**config.mk**
```make
export PLATFORM = sky130hd
export DESIGN_NAME = ddi_phase_scheduler_flat
export DESIGN_NICKNAME = d
export VERILOG_FILES = /design/src/rtl/ddi_phase_scheduler_if.sv /design/src/rtl/ddi_phase_scheduler.sv /design/src/flat_wrapper.sv
export SDC_FILE = /design/constraint.sdc
export NUM_CORES = 1
export LEC_CHECK = 0
export ABC_AREA = 0
export CORE_MARGIN = 3
export CORE_UTILIZATION = 37
export DETAILED_ROUTE_END_ITERATION = 6
export GPL_ROUTABILITY_DRIVEN = 1
export PLACE_DENSITY_LB_ADDON = 0.15
export SLEW_MARGIN = 20
export SYNTH_ARGS = -nofsm -noshare
export SYNTH_HDL_FRONTEND = slang
export SYNTH_SLANG_ARGS = --single-unit
```
**constraint.sdc**
```tcl
create_clock -name clk -period 2.6 [get_ports clk]
set_input_delay 0.52 -clock clk [delete_from_list [all_inputs] [get_ports clk]]
set_output_delay 0.52 -clock clk [all_outputs]
set_load 0.005 [all_outputs]
```
**src/rtl/ddi_phase_scheduler_if.sv**
```systemverilog
// Handshake bundle between the DDI phase scheduler (master) and the light
// controller (slave).
interface ddi_phase_scheduler_if;
  logic       maintenance;
  logic       east_req;
  logic       west_req;
  logic [3:0] current_state;
  logic [1:0] phase;
  logic       timing_done;
  logic       east_pending;
  logic       west_pending;

  modport master (
    input  maintenance, east_req, west_req, current_state,
    output phase, timing_done, east_pending, west_pending
  );

  modport slave (
    output maintenance, east_req, west_req, current_state,
    input  phase, timing_done, east_pending, west_pending
  );
endinterface

```
**src/rtl/ddi_phase_scheduler.sv**
```systemverilog
// Times the light controller's state dwells and picks the next green phase,
// inserting latched east/west priority requests fairly between normal phases.
module ddi_phase_scheduler #(
  parameter int GREEN_CYCLES   = 30,
  parameter int YELLOW_CYCLES  = 5,
  parameter int ALL_RED_CYCLES = 2,
  parameter int CNT_W          = 8
) (
  input  logic                  clk,
  input  logic                  rst,
  ddi_phase_scheduler_if.master bus
);
  // Light controller state encodings, shared with the controller FSM.
  localparam logic [3:0] S_ALL_RED     = 4'd0;
  localparam logic [3:0] S_P1_GREEN    = 4'd1;
  localparam logic [3:0] S_P1_YELLOW   = 4'd2;
  localparam logic [3:0] S_P2_GREEN    = 4'd3;
  localparam logic [3:0] S_P2_YELLOW   = 4'd4;
  localparam logic [3:0] S_E_GREEN     = 4'd5;
  localparam logic [3:0] S_E_YELLOW    = 4'd6;
  localparam logic [3:0] S_W_GREEN     = 4'd7;
  localparam logic [3:0] S_W_YELLOW    = 4'd8;

  localparam logic [1:0] PH_1 = 2'd0;
  localparam logic [1:0] PH_2 = 2'd1;
  localparam logic [1:0] PH_E = 2'd2;
  localparam logic [1:0] PH_W = 2'd3;

  localparam logic [CNT_W-1:0] GREEN_M1   = CNT_W'(GREEN_CYCLES - 1);
  localparam logic [CNT_W-1:0] YELLOW_M1  = CNT_W'(YELLOW_CYCLES - 1);
  localparam logic [CNT_W-1:0] ALL_RED_M1 = CNT_W'(ALL_RED_CYCLES - 1);

  logic [3:0]       prev_state_q, prev_state_d;
  logic [CNT_W-1:0] cnt_q, cnt_d;
  logic [1:0]       phase_q, phase_d;
  logic             east_pending_q, east_pending_d;
  logic             west_pending_q, west_pending_d;
  logic             last_normal_q, last_normal_d;
  logic             last_prio_q, last_prio_d;
  logic             last_prio_dir_q, last_prio_dir_d;

  logic             changed;
  logic [CNT_W-1:0] dwell_m1;
  logic [1:0]       next_normal;

  assign changed = (bus.current_state != prev_state_q);

  always_comb begin
    dwell_m1 = ALL_RED_M1;
    case (bus.current_state)
      S_P1_GREEN, S_P2_GREEN, S_E_GREEN, S_W_GREEN:     dwell_m1 = GREEN_M1;
      S_P1_YELLOW, S_P2_YELLOW, S_E_YELLOW, S_W_YELLOW: dwell_m1 = YELLOW_M1;
      default:                                          dwell_m1 = ALL_RED_M1;
    endcase
  end

  assign bus.timing_done  = !rst && !changed && !bus.maintenance && (cnt_q == dwell_m1);
  assign bus.phase        = phase_q;
  assign bus.east_pending = east_pending_q;
  assign bus.west_pending = west_pending_q;

  always_comb begin
    prev_state_d    = bus.current_state;
    cnt_d           = cnt_q;
    east_pending_d  = east_pending_q;
    west_pending_d  = west_pending_q;
    last_normal_d   = last_normal_q;
    last_prio_d     = last_prio_q;
    last_prio_dir_d = last_prio_dir_q;
    phase_d         = phase_q;

    if (bus.maintenance)
      cnt_d = '0;
    else if (changed)
      cnt_d = CNT_W'(1);
    else if (cnt_q != '1)
      cnt_d = cnt_q + CNT_W'(1);

    // Latches freeze during maintenance; clear-on-service wins over a new set.
    if (!bus.maintenance) begin
      if (bus.east_req && bus.current_state != S_E_GREEN && bus.current_state != S_E_YELLOW)
        east_pending_d = 1'b1;
      if (bus.west_req && bus.current_state != S_W_GREEN && bus.current_state != S_W_YELLOW)
        west_pending_d = 1'b1;
      if (changed && bus.current_state == S_E_GREEN)
        east_pending_d = 1'b0;
      if (changed && bus.current_state == S_W_GREEN)
        west_pending_d = 1'b0;
    end

    if (changed) begin
      case (bus.current_state)
        S_P1_GREEN: begin last_normal_d = 1'b0; last_prio_d = 1'b0; end
        S_P2_GREEN: begin last_normal_d = 1'b1; last_prio_d = 1'b0; end
        S_E_GREEN:  begin last_prio_d = 1'b1; last_prio_dir_d = 1'b0; end
        S_W_GREEN:  begin last_prio_d = 1'b1; last_prio_dir_d = 1'b1; end
        default: ;
      endcase
    end

    // Uses the next-cycle pending values so a request is visible one cycle later.
    next_normal = last_normal_q ? PH_1 : PH_2;
    if (bus.current_state == S_ALL_RED) begin
      if (last_prio_q)
        phase_d = next_normal;
      else if (east_pending_d && west_pending_d)
        phase_d = last_prio_dir_q ? PH_E : PH_W;
      else if (east_pending_d)
        phase_d = PH_E;
      else if (west_pending_d)
        phase_d = PH_W;
      else
        phase_d = next_normal;
    end
  end

  always_ff @(posedge clk or posedge rst) begin
    if (rst) begin
      prev_state_q    <= S_ALL_RED;
      cnt_q           <= '0;
      phase_q         <= PH_1;
      east_pending_q  <= 1'b0;
      west_pending_q  <= 1'b0;
      last_normal_q   <= 1'b1;
      last_prio_q     <= 1'b0;
      last_prio_dir_q <= 1'b1;
    end else begin
      prev_state_q    <= prev_state_d;
      cnt_q           <= cnt_d;
      phase_q         <= phase_d;
      east_pending_q  <= east_pending_d;
      west_pending_q  <= west_pending_d;
      last_normal_q   <= last_normal_d;
      last_prio_q     <= last_prio_d;
      last_prio_dir_q <= last_prio_dir_d;
    end
  end
endmodule

```
**src/flat_wrapper.sv**
```systemverilog
// flat-port wrapper written by rule: the top's interface ports become plain ports
module ddi_phase_scheduler_flat 
#(
  parameter int GREEN_CYCLES   = 30,
  parameter int YELLOW_CYCLES  = 5,
  parameter int ALL_RED_CYCLES = 2,
  parameter int CNT_W          = 8
)
  (clk, rst, bus_maintenance, bus_east_req, bus_west_req, bus_current_state, bus_phase, bus_timing_done, bus_east_pending, bus_west_pending);
  ddi_phase_scheduler_if bus_i ();
  input  logic clk;
  input  logic rst;
  input wire logic [$bits(bus_i.maintenance)-1:0] bus_maintenance;
  input wire logic [$bits(bus_i.east_req)-1:0] bus_east_req;
  input wire logic [$bits(bus_i.west_req)-1:0] bus_west_req;
  input wire logic [$bits(bus_i.current_state)-1:0] bus_current_state;
  output wire logic [$bits(bus_i.phase)-1:0] bus_phase;
  output wire logic [$bits(bus_i.timing_done)-1:0] bus_timing_done;
  output wire logic [$bits(bus_i.east_pending)-1:0] bus_east_pending;
  output wire logic [$bits(bus_i.west_pending)-1:0] bus_west_pending;
  assign bus_i.maintenance = bus_maintenance;
  assign bus_i.east_req = bus_east_req;
  assign bus_i.west_req = bus_west_req;
  assign bus_i.current_state = bus_current_state;
  assign bus_phase = bus_i.phase;
  assign bus_timing_done = bus_i.timing_done;
  assign bus_east_pending = bus_i.east_pending;
  assign bus_west_pending = bus_i.west_pending;
  ddi_phase_scheduler #(.GREEN_CYCLES(GREEN_CYCLES), .YELLOW_CYCLES(YELLOW_CYCLES), .ALL_RED_CYCLES(ALL_RED_CYCLES), .CNT_W(CNT_W)) u_core (.clk(clk), .rst(rst), .bus(bus_i));
endmodule
```
==> results.py <==
metrics = {
    "finish": {
        "fin_area_sq_um": 1350,
        "drive_above_1_share_pct": 22.5,
        "final_cell_mix": "17 x dfrtp_1, 12 x buf_4, 8 x nand2_1, 8 x clkdlybuf4s50_1, 7 x nor3_1",
        "multi_input_area_sq_um": 577,
        "fin_nets": 140,
        "final_common_cell": "dfrtp_1",
        "diodes": 0,
        "syn_to_final_growth_pct": 23.8,
        "seqCellArea_sq_um": 478,
        "nFillCells": 275,
    },
    "pwr": {
        "p_clk_share_pct": 23.7,
        "finalPower_mw": 0.641,
        "sequentialPowerShare_pct": 53.8,
        "power_switching_mw": 0.172,
        "p_comb_share_pct": 22.4,
        "internal_power_mw": 0.469,
        "switching_share_pct": 26.8,
        "power-per-cell-area_nw_per_um2": 476,
        "power.leakage_nw": 0.544,
        "peakVddDrop_mv": 0.261,
    },
    "yosys": {
        "async_flop_share_pct": 100,
        "yosys_register_bits": 19,
        "synth_edf_count": 0,
        "synth-seq-area-share_pct": 43.9,
        "avgSynthCellArea_sq_um": 10.3,
        "synth_cell_types": 42,
        "synth_ff_type": "dfrtp_1",
        "synth_area_sq_um": 1090,
        "yosysWarnings": 0,
        "syn_inst": 106,
        "synth_nets": 116,
    },
    "worst_setup_path": {
        "required_ns": 2.08,
        "startpoint_type": "input port",
        "cp.arrival_ns": 1.87,
        "rr_endpoint": "u_core.cnt_q[5]",
        "critPathKind": "in -> out",
        "endpoint_kind": "primary output",
        "path_max_fanout": 7,
        "r2r_slack_ns": 0.90,
        "startpoint": "bus_current_state[2]",
        "ff2ff_path_depth": 5,
        "endpoint": "bus_timing_done",
        "r2r_start": "u_core.cnt_q[0]",
    },
    "cts": {
        "cts_hold_buf": 0,
        "cts-root-buf": "clkbuf_4",
        "clk_latency_ns": 0.29,
        "cts_made_buffers": 3,
        "clock-sinks": 19,
        "cts_buffer_depth": 2,
        "cts_setup_buffers": 0,
        "cts_tree": "yes",
        "h-tree-depth": 1,
        "clkTransAtPathRegs_ns": 0.11,
    },
    "global_routing": {
        "antenna_found_initial": 0,
        "track_usage_pct": 13.2,
        "busiest_layer": "met2",
        "met3_usage_pct": 2.38,
        "grt_pass1_wl_um": 3600,
        "grt-ovfl-total": 0,
        "grt_use_met1_pct": 17.9,
        "grt_max_degree": 20,
        "gr-usage-met2_pct": 20.7,
        "grt_pass1_vias": 810,
    },
    "timing": {
        "final-setup-viol-count": 0,
        "fmax_ghz": 0.418,
        "slew_violations": 0,
        "rsz0062_at_grt": "no",
        "fin_hold_ws_ns": 0.551,
        "period_share_pct": 92.1,
        "relSlewSlack_pct": 65.6,
        "tightestPinTransition_ns": 0.511,
        "min_period_ns": 2.39,
        "fin_skew_ns": 0.00361,
        "hold_violations": 0,
    },
    "floorplanning": {
        "core_sq_um": 2780,
        "fp.dieW_um": 60.3,
        "die_area_sq_um": 3630,
        "die_y_um": 60.3,
        "io_pins": 14,
        "rows": 19,
        "initial_core_util_pct": 39.2,
    },
    "job": {
        "drv_cap": 0,
    },
    "placed_design": {
        "post-dp-hpwl_um": 1710,
        "place_area_sq_um": 1310,
        "gp_congestion": 0.847,
        "io_buffers": 13,
    },
    "worst_hold_path": {
        "hold_depth": 2,
        "hp-class": "in -> reg",
    },
    "drt": {
        "via_count": 835,
        "dr.pass1.iters": 4,
        "drt_wl_total_um": 2140,
        "route.antenna.remaining_nets": 0,
        "detail_route.vias_per_cell": 5.22,
        "drt_iter0_drc": 16,
        "drt-wirelength-per-cell_um": 13.4,
        "drc": 0,
    },
    "status": {
        "status": "finished, final reports clean",
    },
}
==> metal layers <==
metal | part of all wire (%) | vias up
met2 | 49 | 11
li1 | - | 425
met4 | 0.56 | 0
met5 | 0 | -
met1 | 46 | 397
met3 | 4.2 | 2
==> power by group through the flow <==
stage          clock (mW)  sequential, mW  combinational (mW)
2_1_floorplan           0           0.347              0.0816
3_3_place_gp            0           0.349               0.145
3_5_place_dp            0           0.351               0.145
4_1_cts             0.161           0.345               0.146
5_1_grt             0.172           0.349               0.157
6_report            0.152           0.345               0.144
==> area by class of cell <==
| type | instances | area share, % |
|---|---|---|
| clock buffer | 4 | 1.95 |
| inverter | 3 | 0.835 |
| multi-input combinational | 78 | 42.8 |
| tap | 31 | 2.88 |
| sequential | 19 | 35.4 |
| timing repair buffer | 25 | 16.1 |
==> cells by family (layout without fill, tap and decap cells) <==
group | count (synthesis) | count (layout) | synth area share [%]
and+or+nand+nor | 46 | 46 | 24.8
DFF | 19 | 19 | 43.9
AOI/OAI and AO/OA | 18 | 18 | 13.7
xor gates and xnor gates | 10 | 10 | 8.73
buffers and inverters | 9 | 32 | 4.82
muxes | 3 | 3 | 2.98
adders and majority gates | 1 | 1 | 1.15
==> critical path, stage by stage <==
cell and delay, ns:
dlygate4sd2_1 0.31, xor2_1 0.19, nor4_4 0.27, nand2b_2 0.12, a2111oi_4 0.30, buf_2 0.16
==> per-stage QoR <==
stage / utilization, % / std cells / TNS (ns) / setup WS (ns)
after CTS: 48.0 / 160 / 0 / 0.00827
after detailed placement: 47.0 / 156 / -0.446 / -0.446
after floorplan: - / 106 / 0 / 0.388
final: 48.5 / 160 / 0 / 0.206
after global placement: 47.0 / 156 / -0.415 / -0.415
after global routing: 48.5 / 160 / 0 / 0.0961
==> sequential cells by signal, summed over array words and instances (netlist names) <==
name                     count
u_core.prev_state_q          4
u_core.bus.west_pending      1
u_core.bus.east_pending      1
u_core.last_prio_dir_q       1
u_core.last_prio_q           1
u_core.last_normal_q         1
u_core.cnt_q                 8
u_core.bus.phase             2
==> synthesized netlist by cell type, types with 2 or more instances <==
master / number / share of area, %
dfrtp_1: 17 / 39
xnor2_1: 3 / 2.4
buf_6: 2 / 2.1
inv_1: 3 / 1.0
xor2_1: 6 / 4.8
o32a_1: 2 / 1.8
nor3_1: 9 / 4.1
nand2b_1: 3 / 1.7
nor2_1: 6 / 2.1
nor2b_1: 3 / 1.7
o21ai_0: 2 / 0.92
nor3b_1: 2 / 1.4
dfstp_2: 2 / 4.8
mux2_2: 2 / 2.1
buf_2: 3 / 1.4
nand3_1: 4 / 1.8
a21oi_1: 4 / 1.8
nand2_1: 8 / 2.8
a31oi_1: 2 / 1.1
==> worst min path at each step <==
stage                                  from                      end  slack (ns)
floorplan                               rst  u_core.bus.east_pending        0.48
global placement    u_core.bus.west_pending      u_core.bus.phase[0]        0.55
detailed placement  u_core.bus.west_pending      u_core.bus.phase[0]        0.56
CTS                    bus_current_state[0]   u_core.prev_state_q[0]        0.55
global route           bus_current_state[3]   u_core.prev_state_q[3]        0.54
finish                 bus_current_state[3]   u_core.prev_state_q[3]        0.55
==> timing repair <==
| item | CTS | global route |
|---|---|---|
| resized for setup | 8 | 3 |
| pin swaps | 2 | 3 |
| endpoints found under the setup margin | 1 | 1 |
| endpoints found under the hold margin | 0 | 0 |
(Power assumes the default switching activity.)
